===== src/rtl/disp_rx_pkg.sv =====
// Shared types and constants for the receive/display block.
// ASCII hex ranges, digit type and decode mode.
package disp_rx_pkg;

  localparam int DIG_W = 4;

  localparam logic [7:0] ASC_0  = 8'h30;
  localparam logic [7:0] ASC_9  = 8'h39;
  localparam logic [7:0] ASC_UA = 8'h41;
  localparam logic [7:0] ASC_UF = 8'h46;
  localparam logic [7:0] ASC_LA = 8'h61;
  localparam logic [7:0] ASC_LF = 8'h66;

  typedef logic [DIG_W-1:0] digit_t;

  typedef enum logic {
    RX_ASCII = 1'b0,
    RX_RAW   = 1'b1
  } rx_mode_e;

endpackage


===== src/rtl/rx_sym_decode.sv =====
// Combinational byte to hex digit decoder.
// ASCII hex or raw low nibble, selected by mode.
module rx_sym_decode
  import disp_rx_pkg::*;
#(
  parameter int IN_W = 8
) (
  input  logic [IN_W-1:0] i_byte,
  input  rx_mode_e        i_mode,
  output logic            o_valid,
  output digit_t          o_digit
);

  logic [7:0] w_lo;
  logic       w_hi;
  logic       w_num;
  logic       w_let;

  assign w_lo = i_byte[7:0];

  generate
    if (IN_W > 8) begin : g_hi
      assign w_hi = |i_byte[IN_W-1:8];
    end else begin : g_nohi
      assign w_hi = 1'b0;
    end
  endgenerate

  assign w_num = (w_lo >= ASC_0) && (w_lo <= ASC_9);
  assign w_let = ((w_lo >= ASC_UA) && (w_lo <= ASC_UF))
              || ((w_lo >= ASC_LA) && (w_lo <= ASC_LF));

  // Letters map via low nibble + 9 ('A'=0x41 -> 10).
  always_comb begin
    o_valid = 1'b0;
    o_digit = '0;
    if (i_mode == RX_RAW) begin
      o_valid = 1'b1;
      o_digit = digit_t'(i_byte[3:0]);
    end else if (!w_hi) begin
      unique case (1'b1)
        w_num: begin
          o_valid = 1'b1;
          o_digit = digit_t'(w_lo[3:0]);
        end
        w_let: begin
          o_valid = 1'b1;
          o_digit = digit_t'(w_lo[3:0] + 4'd9);
        end
        default: ;
      endcase
    end
  end

endmodule


===== src/rtl/disp_rx_shift.sv =====
// Strobe-edge byte capture shifted into an N-digit display.
// Per-digit/global clear, valid mask, count, err/ovf pulses.
module disp_rx_shift
  import disp_rx_pkg::*;
#(
  parameter int NUM_DIGITS = 4,
  parameter int IN_W       = 8,
  parameter int DIG_W      = 4,
  localparam int CW = $clog2(NUM_DIGITS + 1)
) (
  input  logic                        gen_in,
  input  logic                        Reset,
  input  logic [IN_W-1:0]             inp,
  input  logic                        priem_in,
  input  logic                        mode,
  input  logic                        clear_disp,
  input  logic [NUM_DIGITS-1:0]       dig_reset,
  output logic [NUM_DIGITS*DIG_W-1:0] disp,
  output logic [NUM_DIGITS-1:0]       valid_mask,
  output logic [CW-1:0]               count,
  output logic                        err,
  output logic                        ovf
);

  logic                        r_prev;
  logic [NUM_DIGITS*DIG_W-1:0] r_disp;
  logic [NUM_DIGITS-1:0]       r_vmask;
  logic [CW-1:0]               r_count;
  logic                        r_err;
  logic                        r_ovf;

  logic                        w_edge;
  logic                        w_valid;
  logic                        w_acc;
  logic                        w_rej;
  digit_t                      w_dig;
  logic [NUM_DIGITS*DIG_W-1:0] w_disp_n;
  logic [NUM_DIGITS-1:0]       w_vm_n;
  logic [CW-1:0]               w_cnt_n;

  rx_sym_decode #(
    .IN_W (IN_W)
  ) u_dec (
    .i_byte  (inp),
    .i_mode  (rx_mode_e'(mode)),
    .o_valid (w_valid),
    .o_digit (w_dig)
  );

  assign w_edge = priem_in & ~r_prev;
  assign w_acc  = w_edge & w_valid;
  assign w_rej  = w_edge & ~w_valid;

  // Shift on accept, then apply per-digit clears; count follows mask.
  always_comb begin
    w_disp_n = r_disp;
    w_vm_n   = r_vmask;
    w_cnt_n  = '0;
    if (w_acc) begin
      w_disp_n = {r_disp[(NUM_DIGITS-1)*DIG_W-1:0], w_dig};
      w_vm_n   = {r_vmask[NUM_DIGITS-2:0], 1'b1};
    end
    for (int i = 0; i < NUM_DIGITS; i++) begin
      if (dig_reset[i]) begin
        w_disp_n[i*DIG_W +: DIG_W] = '0;
        w_vm_n[i] = 1'b0;
      end
    end
    for (int i = 0; i < NUM_DIGITS; i++) begin
      w_cnt_n = w_cnt_n + {{(CW-1){1'b0}}, w_vm_n[i]};
    end
  end

  // State update; prev resets high so a held strobe is not an edge.
  always_ff @(posedge gen_in) begin
    if (!Reset) begin
      r_prev  <= 1'b1;
      r_disp  <= '0;
      r_vmask <= '0;
      r_count <= '0;
      r_err   <= 1'b0;
      r_ovf   <= 1'b0;
    end else begin
      r_prev <= priem_in;
      r_err  <= 1'b0;
      r_ovf  <= 1'b0;
      if (clear_disp) begin
        r_disp  <= '0;
        r_vmask <= '0;
        r_count <= '0;
      end else begin
        r_disp  <= w_disp_n;
        r_vmask <= w_vm_n;
        r_count <= w_cnt_n;
        r_err   <= w_rej;
        r_ovf   <= w_acc & r_vmask[NUM_DIGITS-1];
      end
    end
  end

  assign disp       = r_disp;
  assign valid_mask = r_vmask;
  assign count      = r_count;
  assign err        = r_err;
  assign ovf        = r_ovf;

endmodule


===== config.mk =====
export PLATFORM = sky130hd
export DESIGN_NAME = disp_rx_shift
export DESIGN_NICKNAME = d
export VERILOG_FILES = /design/src/rtl/disp_rx_pkg.sv /design/src/rtl/rx_sym_decode.sv /design/src/rtl/disp_rx_shift.sv
export SDC_FILE = /design/constraint.sdc
export NUM_CORES = 1
export LEC_CHECK = 0
export CORE_MARGIN = 1.5
export CORE_UTILIZATION = 50
export CTS_CLUSTER_DIAMETER = 100
export DETAILED_ROUTE_END_ITERATION = 7
export GPL_TIMING_DRIVEN = 0
export PLACE_DENSITY = 0.85
export SYNTH_ARGS = -nofsm -noshare
export SYNTH_HDL_FRONTEND = slang
export SYNTH_HIERARCHICAL = 1
export SYNTH_SLANG_ARGS = --single-unit

===== constraint.sdc =====
create_clock -name gen_in -period 7.2 [get_ports gen_in]
set_clock_uncertainty 0.1 [all_clocks]
set_input_delay 1.44 -clock gen_in [delete_from_list [all_inputs] [get_ports gen_in]]
set_output_delay 1.44 -clock gen_in [all_outputs]
set_load 0.02 [all_outputs]

# Word level (Yosys, flattened, before mapping)

Index checks and enable logic that the tools add are counted.

Output and inout bits: 25
Word-level logic and storage cells: 45
Flip-flop bits (word level): 26

Bitwise logic cells: 7
Order comparisons: 6
Mux-type cells: 9
Reduce and logical (&&, ||, !) cells: 10
Add/sub/neg operators: 4

Operator list:

| cell                                                                                 | count |
|---|---|
| 8-bit by 7-bit greater-or-equal comparator with 1-bit output (second input constant) | 2 |
| 8-bit by 7-bit less-or-equal comparator with 1-bit output (second input constant)    | 2 |
| 3-bit OR reduction                                                                   | 4 |
| 8-bit by 6-bit greater-or-equal comparator with 1-bit output (second input constant) | 1 |
| 8-bit by 6-bit less-or-equal comparator with 1-bit output (second input constant)    | 1 |
| 4-bit two-way mux                                                                    | 2 |
| 4-bit one-hot mux with 2 select lines                                                | 1 |
| 1-bit two-way mux                                                                    | 6 |
| 4-bit adder (second input constant)                                                  | 1 |
| 1-bit AND                                                                            | 4 |
| 2-bit OR reduction                                                                   | 2 |
| 2-bit by 1-bit adder with 3-bit output                                               | 1 |
| 3-bit by 1-bit adder with 3-bit output                                               | 1 |
| 1-bit logical AND                                                                    | 3 |
| 1-bit inverter                                                                       | 3 |
| 1-bit by 1-bit adder with 2-bit output                                               | 1 |
| 1-bit logical OR                                                                     | 1 |

# Longest topological paths before layout

Gate-level depths: netlist (run 1).

Depth after elaboration: 12
Mapped depth: 14
Gate-level depth less buffers: 12

# Hierarchy

Netlist (run 1), hierarchy kept.

Modules (own cells, without submodules):

| module        | cells an instance | times used | area each (sq um) |
|---|---|---|---|
| disp_rx_shift | 122               | 1          | 1556.5 |
| rx_sym_decode | 28                | 1          | 180.2 |

# Least setup slack after synthesis (run 1)

No wires, ideal clock.

Path type: input to register
Start: input port inp[4]
End: register r_count[1] (netlist: count[1])
Buffers on the path: 2
Required time: 6.985 ns
Stages on the path: 12
Setup time: 0.115 ns
Setup slack: 3.045 ns
Data arrival time: 3.940 ns
Cell sequence: or4b_1 -> a21oi_2 -> nand2_1 -> nand2_1 -> and3b_1 -> buf_6 -> buf_12 -> mux2i_1 -> fa_1 -> ha_1 -> ha_1 -> and2_1

Cells in the longest elaborated chain, start to end: 12

Ends and longest elaborated chain:

| what                                                                                 | RTL line                                 | text |
|---|---|---|
| start, declared                                                                      | disp_rx_shift.sv:13                      | `input logic [IN_W-1:0] inp,` |
| 8-bit by 7-bit greater-or-equal comparator with 1-bit output (tied with other cells) | rx_sym_decode.sv:30                      | `assign w_let = ((w_lo >= ASC_UA) && (w_lo <= ASC_UF))` |
| 1-bit logical AND (on tied branches)                                                 | rx_sym_decode.sv:30, rx_sym_decode.sv:31 |  |
| 1-bit logical OR                                                                     | rx_sym_decode.sv:31                      | `\|\| ((w_lo >= ASC_LA) && (w_lo <= ASC_LF));` |
| 2-bit OR reduction (no source line) *                                                | -                                        |  |
| 1-bit two-way mux *                                                                  | rx_sym_decode.sv:41                      | `unique case (1'b1)` |
| 1-bit two-way mux *                                                                  | rx_sym_decode.sv:37                      | `if (i_mode == RX_RAW) begin` |
| via w_valid                                                                          | disp_rx_shift.sv:33                      | `logic w_valid;` |
| 1-bit AND *                                                                          | disp_rx_shift.sv:51                      | `assign w_acc = w_edge & w_valid;` |
| 4-bit two-way mux *                                                                  | disp_rx_shift.sv:59                      | `if (w_acc) begin` |
| 1-bit two-way mux *                                                                  | disp_rx_shift.sv:64                      | `if (dig_reset[i]) begin` |
| via w_vm_n[1]                                                                        | disp_rx_shift.sv:38                      | `logic [NUM_DIGITS-1:0] w_vm_n;` |
| 1-bit by 1-bit adder with 2-bit output *                                             | disp_rx_shift.sv:70                      | `w_cnt_n = w_cnt_n + {{(CW-1){1'b0}}, w_vm_n[i]};` |
| 2-bit by 1-bit adder with 3-bit output *                                             | disp_rx_shift.sv:70                      |  |
| 3-bit by 1-bit adder with 3-bit output *                                             | disp_rx_shift.sv:70                      |  |
| via w_cnt_n[1]                                                                       | disp_rx_shift.sv:39                      | `logic [CW-1:0] w_cnt_n;` |
| end signal, assigned                                                                 | disp_rx_shift.sv:94                      | `r_count <= w_cnt_n;` |
| end, declared                                                                        | disp_rx_shift.sv:28                      | `logic [CW-1:0] r_count;` |

Mark *: on every way through the listed nets, which the timed path passes. The rest lies on a longest branch.
A chain may end at the register's enable or synchronous reset.

# Final worst setup path (run 1)

Start: input port inp[0]
End: register r_count[1] (netlist: count[1])

Same word-level chain as after synthesis.

==> results by stage, run 1 <==
Final layout:
- The number of standard cells in the layout, taps in and fillers out is 240.
- The proportion of layout cells with a drive suffix above 1 is 32.99%.
- 0 antenna diodes ended up in the layout.
- Cells fill 67.34% of the core in the end.
- Relative to the synthesized area, the layout overhead comes to 29.40%.
- The top cell types in the final layout, fill and taps aside, are sky130_fd_sc_hd__clkdlybuf4s50_1 (40), sky130_fd_sc_hd__and4bb_2 (31), sky130_fd_sc_hd__dfxtp_1 (26).
- The total number of nets in the final design is 218.
- The most common library cell in the layout ignoring fill and taps is sky130_fd_sc_hd__clkdlybuf4s50_1.

STA:
- Headroom to the max-slew limit came out at 67.04%.
- The final max-slew violation count came to 0.
- The part of the cycle the worst path needs is 65.73%.
- The total count of hold-check failures in the final report is 0.
- Timing would allow up to 211.3 MHz.
- Setup repair after global routing left no endpoint under its margin.
- The time the final worst path needs with I/O delays and setup is 4.732 ns.
- The measured slew at the worst slew-check pin is 0.4879 ns.
- Across all hold checks on the routed design, the worst slack comes to 0.4189 ns.
- Setup violations remaining at the end of the flow were counted as 0.
- The aggregate negative setup slack is 0 ns.

Logic synthesis:
- The number of unique standard cell types used by synthesis is 33.
- Synthesis handed over a netlist of 150 instances.
- The commonest register cell after synthesis is sky130_fd_sc_hd__dfxtp_1.
- The total nets after synthesis is 173.
- The number of warnings reported in the yosys synthesis log is 6.
- After synthesis the netlist holds a flip-flop and latch count of 26.
- After synthesis, flip-flops and latches occupy 29.97% of the total area.
- In this run, synthesis inferred 0 flip-flops with an integrated enable.
- In this run the mean area of a mapped cell was 11.58 µm².
- The fraction of synthesis flops using an asynchronous set or reset pin is 0%.
- The netlist area before placement is 1737 µm².

Place:
- The number of buffers added on ports is 40.
- The half-perimeter wire length of the detailed placement result is 3.073 mm.
- The final RePlAce weighted congestion is 0.8755.
- Counting tap cells, the placed design contains a total of 236 instances.

Hold path:
- The path category of the worst min-delay check is register to register.

Pwr:
- The standby leakage power is 0.8754 nW.
- In this run, the clock network consumes 35.6% of the power.
- For this design the ratio of total power to cell area is 128.7 nW/µm².
- The switching power is 67.08 µW.
- In this run switching power makes up 23.20% of total power.
- Combinational logic burns 14.4% of the power.
- The worst-case vdd ir drop is 0.1418 mV.
- Internal power comes to 222.0 µW.
- The sequential fraction of design power is 50.1%.

Clock network:
- The clock-pin transition on the worst setup and hold timing paths is 0.15 ns.
- The clock root buffer master is sky130_fd_sc_hd__clkbuf_4.
- The number of resized instances in the post-cts repair step is 0.
- The clock passes through at most 2 buffers.
- The clock insertion delay at the later pin of the skew report is 0.33 ns.
- CTS built an H-tree with a depth of 1.
- Counting the buffers created by CTS gives 3.
- For this design, the sink count on the clock tree is 26.
- In this run, post-CTS hold repair placed 0 buffers.
- The TritonCTS clock tree is built.
- The number of setup buffers added after CTS is 0.

Detailed routing:
- In the routed layout, each cell is associated on average with a via count of 5.700.
- The detail route stage leaves a number of antenna-violating nets equal to 0.
- For this run, design rule violations remaining after detail routing come to 0.
- The routed wire length is 4.007 mm.
- The final route contains 1368 vias.
- The number of DRC markers after the initial detailed-route iteration is 38.
- The number of detailed-route iterations in the first pass is 4.
- In the final routed layout, each cell accounts on average for 16.70 µm.

Floorplan:
- For this configuration, the core starts out at a cell density of 52.04%.
- The floorplan step set the die width to 61.94 µm.
- The floorplan core area is 3337 µm².
- The floorplan die height is 61.94 µm.
- In this run the count of I/O pins placed on the die edge is 42.
- The initialized floorplan defines 21 standard-cell rows.
- The floorplan step defined a die boundary enclosing 3836 µm².

Setup path:
- The category of the critical setup timing path is primary input to register.
- Along the worst path, the maximum fanout reaches 10.
- The register-to-register setup slack is 4.89 ns.
- Data on the critical path is required at its endpoint by 7.35 ns.
- The category of the worst setup path launch point is a primary input.
- The signal arrival time at the worst endpoint is 4.88 ns.
- The startpoint of the worst-slack reg-to-reg timing path is r_prev$_SDFF_PN1_.
- The kind of end point of the critical path is a register.
- The most critical setup path has its endpoint at count[1]$_SDFF_PP0_.
- The worst reg2reg path depth is 8.
- The startpoint of the worst setup timing path is inp[0].
- The endpoint of the worst-slack reg-to-reg timing path is count[1]$_SDFF_PP0_.

GRT:
- The pin count of the biggest net entering global routing is 16.
- The number of global-route vias before repair is 1374.
- The leftover overflow at the end of global routing is 0.
- The initial antenna violation count is 0.
- The wire length of the first global-routing pass is 6.299 mm.
- Across every metal layer, demand over resource in global routing totals 22.09%.

Flow run:
- The number of max-cap violations is 0.

Run status:
- The run finished with clean final reports.
how the worst min path moves through the flow:
stage,from,end,slack (ns),cells after the start
2_1_floorplan,r_prev$_SDFF_PN1_,valid_mask[0]$_SDFF_PP0_,0.43,2
3_3_place_gp,valid_mask[3]$_SDFF_PP0_,ovf$_SDFF_PP0_,0.40,1
3_5_place_dp,valid_mask[3]$_SDFF_PP0_,ovf$_SDFF_PP0_,0.40,1
4_1_cts,valid_mask[3]$_SDFF_PP0_,ovf$_SDFF_PP0_,0.42,1
5_1_grt,valid_mask[3]$_SDFF_PP0_,ovf$_SDFF_PP0_,0.43,1
6_report,valid_mask[3]$_SDFF_PP0_,ovf$_SDFF_PP0_,0.42,1
state kept, by name, summed over array words and instances, names as in the netlist:
register	count
r_prev	1
count	3
valid_mask	4
ovf	1
err	1
disp	16
logic make-up after synthesis:
family / synth area share, %
adder cells (fa/ha/maj): 4.755
flip-flops: 29.97
buffers and inverters: 7.205
AND/OR/NAND/NOR: 36.10
multiplexers: 18.08
AO/OA/AOI/OAI: 3.891
power groups by stage:
| stage | registers (mW) | logic (mW) | clock network [mW] |
|---|---|---|---|
| after CTS | 0.145 | 0.0409 | 0.106 |
| after global placement | 0.148 | 0.0389 | 0 |
| final | 0.145 | 0.0415 | 0.103 |
| after global routing | 0.145 | 0.0443 | 0.108 |
| after detailed placement | 0.148 | 0.0409 | 0 |
| after floorplan | 0.148 | 0.0230 | 0 |
synthesized netlist by cell type (2+ instances only):
cell type / n / area share (%)
sky130_fd_sc_hd__nand2_1: 3 / 0.65
sky130_fd_sc_hd__nand2b_1: 7 / 2.5
sky130_fd_sc_hd__and4bb_1: 2 / 1.4
sky130_fd_sc_hd__o21ai_0: 3 / 0.86
sky130_fd_sc_hd__and4bb_2: 31 / 22
sky130_fd_sc_hd__clkbuf_1: 6 / 1.3
sky130_fd_sc_hd__nor4bb_1: 6 / 3.5
sky130_fd_sc_hd__nor2_1: 4 / 0.86
sky130_fd_sc_hd__mux2_4: 16 / 14
sky130_fd_sc_hd__dfxtp_1: 26 / 30
sky130_fd_sc_hd__inv_1: 7 / 1.5
sky130_fd_sc_hd__buf_2: 5 / 1.4
sky130_fd_sc_hd__and2_1: 3 / 1.1
sky130_fd_sc_hd__ha_1: 5 / 3.6
sky130_fd_sc_hd__mux2i_1: 4 / 2.3
sky130_fd_sc_hd__and3_1: 2 / 0.72
sky130_fd_sc_hd__mux2_2: 3 / 1.9
sky130_fd_sc_hd__buf_12: 2 / 2.3
metal layers:
layer,vias to the layer above,wire length [µm],global-route usage (%)
met5,-,0,0
li1,652,-,-
met4,0,53,6.383
met3,6,119,3.934
met1,673,1799,26.99
met2,37,2034,39.55
cell type report:
type | count | area (µm²)
multi-input combinational | 103 | 1091
fill | 280 | 1090
sequential | 26 | 520.5
timing repair buffer | 40 | 400.4
buffer | 14 | 98.84
tap | 46 | 57.56
clock inverter | 1 | 30.03
inverter | 7 | 26.28
clock buffer | 3 | 22.52
worst max-delay path, cell delays in order:
cell and delay, ns:
sky130_fd_sc_hd__clkdlybuf4s50_1 0.53, sky130_fd_sc_hd__inv_1 0.09, sky130_fd_sc_hd__ha_1 0.23, sky130_fd_sc_hd__nor2_1 0.13, sky130_fd_sc_hd__o21ai_0 0.10, sky130_fd_sc_hd__a41oi_1 0.47, sky130_fd_sc_hd__nand2_1 0.16, sky130_fd_sc_hd__and3b_1 0.23
sky130_fd_sc_hd__buf_6 0.14, sky130_fd_sc_hd__buf_12 0.14, sky130_fd_sc_hd__mux2i_1 0.20, sky130_fd_sc_hd__fa_1 0.45, sky130_fd_sc_hd__ha_1 0.19, sky130_fd_sc_hd__ha_1 0.26, sky130_fd_sc_hd__and2_1 0.13
stage by stage:
| stage | worst slack, ns | area (µm²) | power, mW |
|---|---|---|---|
| after global routing | 2.336 | 2247 | 0.2974 |
| final | 2.468 | 2247 | 0.2891 |
| after detailed placement | 2.133 | 2195 | 0.1887 |
| after floorplan | 3.045 | 1737 | 0.1710 |
| after CTS | 2.509 | 2247 | 0.2917 |
| after global placement | 2.299 | 2195 | 0.1867 |
No activity file was read; power rests on OpenSTA's default activity.
==> run 2, diff against run 1 <==
- CORE_UTILIZATION: 50 -> 49
- PLACE_DENSITY: 0.85 -> 0.83
- clock period: 7.2 -> 4.5 ns (I/O delays scaled with it)
==> run 2 against run 1 <==
  * Non-clock buffer count is the same
  * Sequential cell count is the same
  * Sequential share of layout area is 0.17 points higher
  * Register-to-register slack got worse by 2.7 ns
  * Die area rose by 1.9%
  * Largest cell class unchanged
==> results by stage, run 2 (synthesis gave the netlist of run 1 again) <==
Setup path:
- The category of the worst setup path launch point is a primary input (unchanged).
- The register-to-register setup slack is 2.18 ns (was 4.89 ns).
- List of cells traversed by the critical path: clkdlybuf4s50_1 > inv_1 > ha_1 > nor2_1 > o21ai_0 > a41oi_1 > nand2_1 > and3b_1 > buf_6 > buf_12 > mux2i_1 > fa_1 > ha_1 > ha_1 > and2_1 (unchanged).
- The worst reg2reg path depth is 8 (unchanged).
- The buffering stage count on the worst path with inverters included was 4 (unchanged).
- The critical path's top delay family was adder cells (unchanged).
- The startpoint of the worst setup timing path is inp[0] (unchanged).
- The delay of the slowest cell on the worst path was 0.53 ns (about the same).
- The cell type with the highest occurrence count on the critical path is sky130_fd_sc_hd__ha_1 (unchanged).
- The maximum fanout along the worst path is 10 (unchanged).
- The signal arrival time at the worst endpoint is 4.26 ns (was 4.88 ns).
- The logic depth of the worst path, buffers included is 15 (unchanged).
- The startpoint of the worst-slack reg-to-reg timing path is r_prev$_SDFF_PN1_ (unchanged).
- The category of the critical setup timing path is primary input to register (unchanged).
- The cell at the slowest stage of the critical path is sky130_fd_sc_hd__clkdlybuf4s50_1 (unchanged).
- The endpoint of the worst-slack reg-to-reg timing path is count[1]$_SDFF_PP0_ (unchanged).
- The critical path capture point is count[1]$_SDFF_PP0_ (unchanged).
- The kind of end point of the critical path is a register (unchanged).
- The critical path required time is 4.64 ns (was 7.35 ns).

Clock network:
- The number of buffers on the longest clock path was 2 (unchanged).
- The clock net sink count was 26 (unchanged).
- The clock insertion delay at the later pin of the skew report is 0.32 ns (was 0.33 ns).
- The clock root buffer master is sky130_fd_sc_hd__clkbuf_4 (unchanged).
- The number of resized instances in the post-cts repair step was 0 (unchanged).
- The TritonCTS clock tree is built (unchanged).
- The number of buffers inserted by post-CTS setup repair is 0 (unchanged).
- The number of buffers inserted during clock tree synthesis is 3 (unchanged).
- The clock-pin transition on the worst setup and hold timing paths came to 0.14 ns (was 0.15 ns).
- The number of H-tree levels is 1 (unchanged).
- The hold-fix buffer count after cts is 0 (unchanged).

Detailed routing:
- The routed wire length is 3.972 mm (was 4.007 mm).
- The number of DRC markers after the initial detailed-route iteration is 30 (was 38).
- The number of detailed-route iterations in the first pass is 4 (unchanged).
- The total vias in the final route is 1354 (was 1368).
- The via-per-instance ratio is 5.642 (was 5.700).
- The antenna violation net count after detailed routing is 0 (unchanged).
- The average wire length per cell after detail routing is 16.55 µm (was 16.70 µm).
- The remaining design rule violation count is 0 (unchanged).

Run status:
- Outcome: finished clean (unchanged).

Place:
- The number of buffers added on ports came to 40 (unchanged).
- The area of placed instances came to 2195 µm² (unchanged).
- The final RePlAce weighted congestion came to 0.8334 (was 0.8755).
- The half-perimeter wire length of the detailed placement result is 3.043 mm (was 3.073 mm).

GRT:
- The pin count of the biggest net entering global routing was 15 (was 16).
- The total routing resource utilization after global routing came to 20.48% (was 22.09%).
- The number of global-route vias before repair came to 1397 (was 1374).
- The initial antenna violation count was 0 (unchanged).
- The leftover overflow at the end of global routing was 0 (unchanged).
- The wire length of the first global-routing pass is 6.499 mm (was 6.299 mm).

Floorplan:
- The area of the die is 3911 µm² (was 3836 µm²).
- The number of top-level pins is 42 (unchanged).
- The floorplan core area is 3363 µm² (was 3337 µm²).
- The die width was 62.54 µm (was 61.94 µm).
- The effective utilization at floorplan is 51.64% (was 52.04%).
- The cell row count is 21 (unchanged).
- The floorplan die height is 62.54 µm (was 61.94 µm).

Pwr:
- The standby leakage power is 0.8684 nW (was 0.8754 nW).
- The power per unit of standard cell area is 187.5 nW/µm² (was 128.7 nW/µm²).
- The sum of internal, switching and leakage power came to 418.3 µW (was 289.1 µW).
- The worst-case vdd ir drop came to 0.1754 mV (was 0.1418 mV).

STA:
- The tightest slew margin relative to the limit is 71.09% (was 67.04%).
- The total count of hold-check failures in the final report came to 0 (unchanged).
- The aggregate negative setup slack was 0 ns (unchanged).
- Unrepaired setup endpoints after global routing: no (unchanged).
- The highest clock rate is 242.7 MHz.
- Dividing the final minimum period by the clock period gives 91.56%.
- The measured slew at the worst slew-check pin is 0.4280 ns (was 0.4879 ns).
- The final max-slew violation count came to 0 (unchanged).
- The number of failing setup endpoints in the final timing report is 0 (unchanged).
- The time the final worst path needs with I/O delays and setup is 4.120 ns.

Final layout:
- The most common library cell in the layout ignoring fill and taps was sky130_fd_sc_hd__clkdlybuf4s50_1 (unchanged).
- The synthesis-to-finish area growth is 28.46% (was 29.40%).
- The proportion of layout cells with a drive suffix above 1 came to 32.99% (unchanged).
- The final core utilization is 66.33% (was 67.34%).
- The final instance area is 2231 µm² (was 2247 µm²).
- The number of flip-flops under the largest register name came to 16 (unchanged).
- The antenna diode count was 0 (unchanged).
- Commonest non-fill, non-tap cells in the layout: sky130_fd_sc_hd__clkdlybuf4s50_1 (40), sky130_fd_sc_hd__and4bb_2 (31), sky130_fd_sc_hd__dfxtp_1 (26) (unchanged).
- The count of filler cells inserted in the layout is 279 (was 280).
- The total number of nets in the final design is 218 (unchanged).

Hold path:
- The path category of the worst min-delay check is register to register (unchanged).

Flow run:
- The number of max-cap violations is 0 (unchanged).
==> run 2: worst min path at each step <==
stage	startpoint	end	slack (ns)	depth (start not counted)
2_1_floorplan	r_prev$_SDFF_PN1_	valid_mask[0]$_SDFF_PP0_	0.43	2
6_report	valid_mask[3]$_SDFF_PP0_	ovf$_SDFF_PP0_	0.43	1
3_5_place_dp	valid_mask[3]$_SDFF_PP0_	ovf$_SDFF_PP0_	0.41	1
3_3_place_gp	valid_mask[3]$_SDFF_PP0_	ovf$_SDFF_PP0_	0.40	1
5_1_grt	valid_mask[3]$_SDFF_PP0_	ovf$_SDFF_PP0_	0.45	1
4_1_cts	valid_mask[3]$_SDFF_PP0_	ovf$_SDFF_PP0_	0.43	1
==> run 2: final cells by class <==
cell class                      count  area, µm²  area share [%]
Multi-Input combinational cell    103       1091           48.91
Tap cell                           46      57.56           2.580
Sequential cell                    26      520.5           23.33
Inverter                            7      26.28           1.178
Buffer                             14      98.84           4.431
Timing Repair Buffer               40      400.4           17.95
Clock buffer                        4      36.28           1.626
==> run 2: power by group <==
group | internal, mW | switching, mW
Clock | 0.0495 | 0.0718
Sequential | 0.231 | 0.000472
Combinational | 0.0340 | 0.0315
Total | 0.315 | 0.104
==> run 2: per-stage QoR <==
step | cells | setup WS, ns | hold slack, ns
2_1_floorplan | 150 | 0.8855 | 0.4326
3_3_place_gp | 236 | 0.1356 | 0.3964
3_5_place_dp | 236 | 0.01671 | 0.4074
4_1_cts | 240 | 0.3733 | 0.4266
5_1_grt | 240 | 0.1677 | 0.4492
6_report | 240 | 0.3800 | 0.4254
==> run 2: worst register-to-register path: stages, from the launching register on <==
cell and delay, ns:
sky130_fd_sc_hd__dfxtp_1 0.34, sky130_fd_sc_hd__and3b_1 0.22, sky130_fd_sc_hd__buf_6 0.14, sky130_fd_sc_hd__buf_12 0.15, sky130_fd_sc_hd__mux2i_1 0.25, sky130_fd_sc_hd__fa_1 0.45, sky130_fd_sc_hd__ha_1 0.19, sky130_fd_sc_hd__ha_1 0.26
sky130_fd_sc_hd__and2_1 0.13
==> run 2: metal layers <==
metal	up-vias	GRT usage, %	part of all wire (%)
li1	653	-	-
met1	654	24.02	45
met2	39	37.10	50
met3	8	3.784	3.1
met4	0	7.222	2.2
met5	-	0	0
==> run 3, diff against run 2 <==
- CORE_UTILIZATION: 49 -> 45
- PLACE_DENSITY: 0.83 -> 0.82
- SYNTH_HIERARCHICAL: 1 -> default
==> run 3 against run 2 <==
  * Worst setup slack better by 0.052 ns
  * First-iteration DRC count unchanged
  * Die area down 18%
  * Total power up 4.1%
  * Critical path type unchanged
  * Largest cell class unchanged
  * Largest power group unchanged
==> results by stage, run 3 <==
Run status:
- Outcome: finished clean (unchanged).

Clock network:
- The number of resized instances in the post-cts repair step was 0 (unchanged).
- The clock insertion delay at the later pin of the skew report is 0.32 ns (about the same).
- The number of buffers inserted during clock tree synthesis came to 3 (unchanged).
- The clock net sink count is 26 (unchanged).
- The clock root buffer master is sky130_fd_sc_hd__clkbuf_4 (unchanged).
- The hold-fix buffer count after cts is 0 (unchanged).
- The clock-pin transition on the worst setup and hold timing paths was 0.14 ns (about the same).
- The number of H-tree levels is 1 (unchanged).
- The number of buffers inserted by post-CTS setup repair is 0 (unchanged).
- The TritonCTS clock tree is built (unchanged).
- The number of buffers on the longest clock path is 2 (unchanged).

Setup path:
- The category of the critical setup timing path was primary input to register (unchanged).
- The signal arrival time at the worst endpoint is 4.19 ns (was 4.26 ns).
- The kind of end point of the critical path was a register (unchanged).
- The critical path required time came to 4.63 ns (was 4.64 ns).
- The category of the worst setup path launch point is a primary input (unchanged).
- The maximum fanout along the worst path is 10 (unchanged).

STA:
- The total count of hold-check failures in the final report is 0 (unchanged).
- The tightest slew margin relative to the limit is 53.55% (was 71.09%).
- The final max-slew violation count is 0 (unchanged).
- Unrepaired setup endpoints after global routing: no (unchanged).
- The part of the cycle the worst path needs is 90.39% (was 91.56%).
- The measured slew at the worst slew-check pin is 0.6952 ns (was 0.4280 ns).
- The aggregate negative setup slack is 0 ns (unchanged).
- The highest clock rate is 245.8 MHz (was 242.7 MHz).
- The time the final worst path needs with I/O delays and setup came to 4.068 ns (was 4.120 ns).
- The number of failing setup endpoints in the final timing report is 0 (unchanged).
- The worst hold slack is 0.3729 ns (was 0.4254 ns).

Detailed routing:
- The remaining design rule violation count is 0 (unchanged).
- The number of DRC markers after the initial detailed-route iteration is 30 (unchanged).
- The via-per-instance ratio is 5.336 (was 5.642).
- The number of detailed-route iterations in the first pass is 4 (unchanged).
- The antenna violation net count after detailed routing came to 0 (unchanged).
- The total vias in the final route is 1142 (was 1354).
- The average wire length per cell after detail routing was 13.51 µm (was 16.55 µm).
- The routed wire length is 2.892 mm (was 3.972 mm).

Floorplan:
- The effective utilization at floorplan is 47.10% (was 51.64%).
- The die width is 56.72 µm (was 62.54 µm).
- The number of top-level pins is 42 (unchanged).
- The floorplan die height is 56.72 µm (was 62.54 µm).
- The cell row count came to 19 (was 21).
- The area of the die is 3217 µm² (was 3911 µm²).
- The floorplan core area is 2758 µm² (was 3363 µm²).

GRT:
- The initial antenna violation count was 0 (unchanged).
- The total routing resource utilization after global routing came to 19.50% (was 20.48%).
- The leftover overflow at the end of global routing is 0 (unchanged).
- The wire length of the first global-routing pass is 4.961 mm (was 6.499 mm).
- The number of global-route vias before repair came to 1164 (was 1397).
- The pin count of the biggest net entering global routing was 16 (was 15).

Final layout:
- The synthesis-to-finish area growth was 38.63% (was 28.46%).
- The total number of nets in the final design came to 207 (was 218).
- The most common library cell in the layout ignoring fill and taps is sky130_fd_sc_hd__clkdlybuf4s50_1 (unchanged).
- The area of all sequential standard cells is 520.5 µm² (unchanged).
- The antenna diode count is 0 (unchanged).
- The proportion of layout cells with a drive suffix above 1 is 8.197% (was 32.99%).
- Commonest non-fill, non-tap cells in the layout: sky130_fd_sc_hd__clkdlybuf4s50_1 (41), sky130_fd_sc_hd__nand2_1 (33), sky130_fd_sc_hd__dfxtp_1 (26) (was sky130_fd_sc_hd__clkdlybuf4s50_1 (40), sky130_fd_sc_hd__and4bb_2 (31), sky130_fd_sc_hd__dfxtp_1 (26)).
- The number of flip-flops under the largest register name is 16 (unchanged).
- The area used by multi-input combinational logic is 735.7 µm² (was 1091 µm²).
- The count of filler cells inserted in the layout is 242 (was 279).
- The final instance area is 1800 µm² (was 2231 µm²).

Logic synthesis:
- The synthesized area divided by synthesized cell count came to 9.411 µm² (was 11.58 µm²).
- The count of flip-flops with a built-in enable after synthesis is 0 (unchanged).
- The number of unique standard cell types used by synthesis is 38 (was 33).
- The flip-flop and latch count after synthesis is 26 (unchanged).
- The most frequent cell after synthesis was sky130_fd_sc_hd__nand2_1 (was sky130_fd_sc_hd__and4bb_2).
- The top-area cell type share of the netlist area is 40.08% (was 29.97%).
- Synth area leaders: sky130_fd_sc_hd__dfxtp_1 (40%), sky130_fd_sc_hd__mux2i_1 (15%), sky130_fd_sc_hd__nand2_1 (9.5%) (was sky130_fd_sc_hd__dfxtp_1 (30%), sky130_fd_sc_hd__and4bb_2 (22%), sky130_fd_sc_hd__mux2_4 (14%)).
- The share of the yosys chip area belonging to registers is 40.08% (was 29.97%).
- The netlist area before placement is 1299 µm² (was 1737 µm²).
- The cell count after synthesis is 138 (was 150).
- The library cell occupying the most area in the post-synthesis netlist is sky130_fd_sc_hd__dfxtp_1 (unchanged).
- The commonest register cell after synthesis is sky130_fd_sc_hd__dfxtp_1 (unchanged).
- The fraction of synthesis flops using an asynchronous set or reset pin is 0% (unchanged).
- The total nets after synthesis is 161 (was 173).
- The number of warnings reported in the yosys synthesis log is 0 (was 6).
- Synth top cells by count: sky130_fd_sc_hd__nand2_1 (33), sky130_fd_sc_hd__dfxtp_1 (26), sky130_fd_sc_hd__mux2i_1 (19), sky130_fd_sc_hd__nand2b_1 (10), sky130_fd_sc_hd__ha_1 (5) (was sky130_fd_sc_hd__and4bb_2 (31), sky130_fd_sc_hd__dfxtp_1 (26), sky130_fd_sc_hd__mux2_4 (16), sky130_fd_sc_hd__inv_1 (7), sky130_fd_sc_hd__nand2b_1 (7)).

Place:
- The final RePlAce weighted congestion is 0.7727 (was 0.8334).
- The area of placed instances is 1748 µm² (was 2195 µm²).
- The half-perimeter wire length of the detailed placement result is 2.291 mm (was 3.043 mm).
- The number of buffers added on ports is 41 (was 40).

Pwr:
- The worst-case vdd ir drop is 0.2269 mV (was 0.1754 mV).
- The standby leakage power was 0.6504 nW (was 0.8684 nW).
- The power per unit of standard cell area is 241.9 nW/µm² (was 187.5 nW/µm²).

Hold path:
- The path category of the worst min-delay check is register to register (unchanged).

Flow run:
- The number of max-cap violations is 0 (unchanged).
## run 3: changes by cell type after synthesis, sizes merged, moves of 2 or more
cell,previous run,this run
and4bb,33,0
inv,7,4
buf,8,2
clkbuf,6,1
nand3b,2,0
mux2,19,0
nor4bb,6,1
mux2i,4,19
nand2,3,33
nand2b,7,10
## run 3: cell families (layout without fill, tap and decap cells)
kind of cell / count (synthesis) / count (layout) / share of synthesized area [%]
and+or+nand+nor: 63 / 63 / 24.66
DFF: 26 / 26 / 40.08
muxes: 19 / 19 / 14.64
AOI/OAI and AO/OA: 17 / 17 / 10.98
buffers and inverters: 7 / 52 / 3.275
adders and majority gates: 6 / 6 / 6.358
## run 3: final cells by class
type | count | area share (%)
Tap cell | 31 | 2.154
Multi-Input combinational cell | 105 | 40.86
Inverter | 4 | 0.8339
Sequential cell | 26 | 28.91
Clock inverter | 1 | 1.668
Timing Repair Buffer | 41 | 22.79
Clock buffer | 3 | 1.251
Buffer | 3 | 1.529
## run 3: report_power, final
group	switching [mW]	internal, mW
logic	0.0209	0.0248
registers	0.000346	0.231
clock network	0.0684	0.0900
total	0.0897	0.346
## run 3: final timing paths
path | start | endpoint | slack [ns] | cells after the start
worst min-delay path | disp[14]$_SDFFE_PP0P_ | disp[14]$_SDFFE_PP0P_ | 0.37 | 2
worst max register to register | r_prev$_SDFF_PN1_ | count[1]$_SDFF_PP0_ | 1.93 | 8
worst min register to register | disp[14]$_SDFFE_PP0P_ | disp[14]$_SDFFE_PP0P_ | 0.37 | 2
worst max-delay path | inp[0] | count[1]$_SDFF_PP0_ | 0.43 | 12
## run 3: critical path, cell delays in order
cell and delay [ns]:
sky130_fd_sc_hd__clkdlybuf4s50_1 0.57, sky130_fd_sc_hd__inv_1 0.08, sky130_fd_sc_hd__ha_1 0.22, sky130_fd_sc_hd__nor3b_1 0.17
sky130_fd_sc_hd__a311o_4 0.43, sky130_fd_sc_hd__a21oi_2 0.23, sky130_fd_sc_hd__buf_6 0.20, sky130_fd_sc_hd__mux2i_1 0.30
sky130_fd_sc_hd__fa_1 0.47, sky130_fd_sc_hd__ha_1 0.21, sky130_fd_sc_hd__ha_1 0.26, sky130_fd_sc_hd__and2_1 0.14
## run 3: metal layers
metal | share of wire, % | track usage, %
met5 | 0 | 0
met4 | 1.1 | 8.163
met3 | 5.0 | 3.226
met1 | 43 | 22.82
met2 | 51 | 34.72
## run 3: per-stage QoR
| stage | cells | worst slack (ns) | total power [mW] | util [%] |
|---|---|---|---|---|
| floorplan | 138 | 0.8912 | 0.2589 | - |
| global placement | 210 | 0.2700 | 0.2802 | 63.38 |
| detailed placement | 210 | 0.1191 | 0.2818 | 63.38 |
| CTS | 214 | 0.4596 | 0.4389 | 65.29 |
| global route | 214 | 0.2702 | 0.4509 | 65.29 |
| finish | 214 | 0.4323 | 0.4356 | 65.29 |
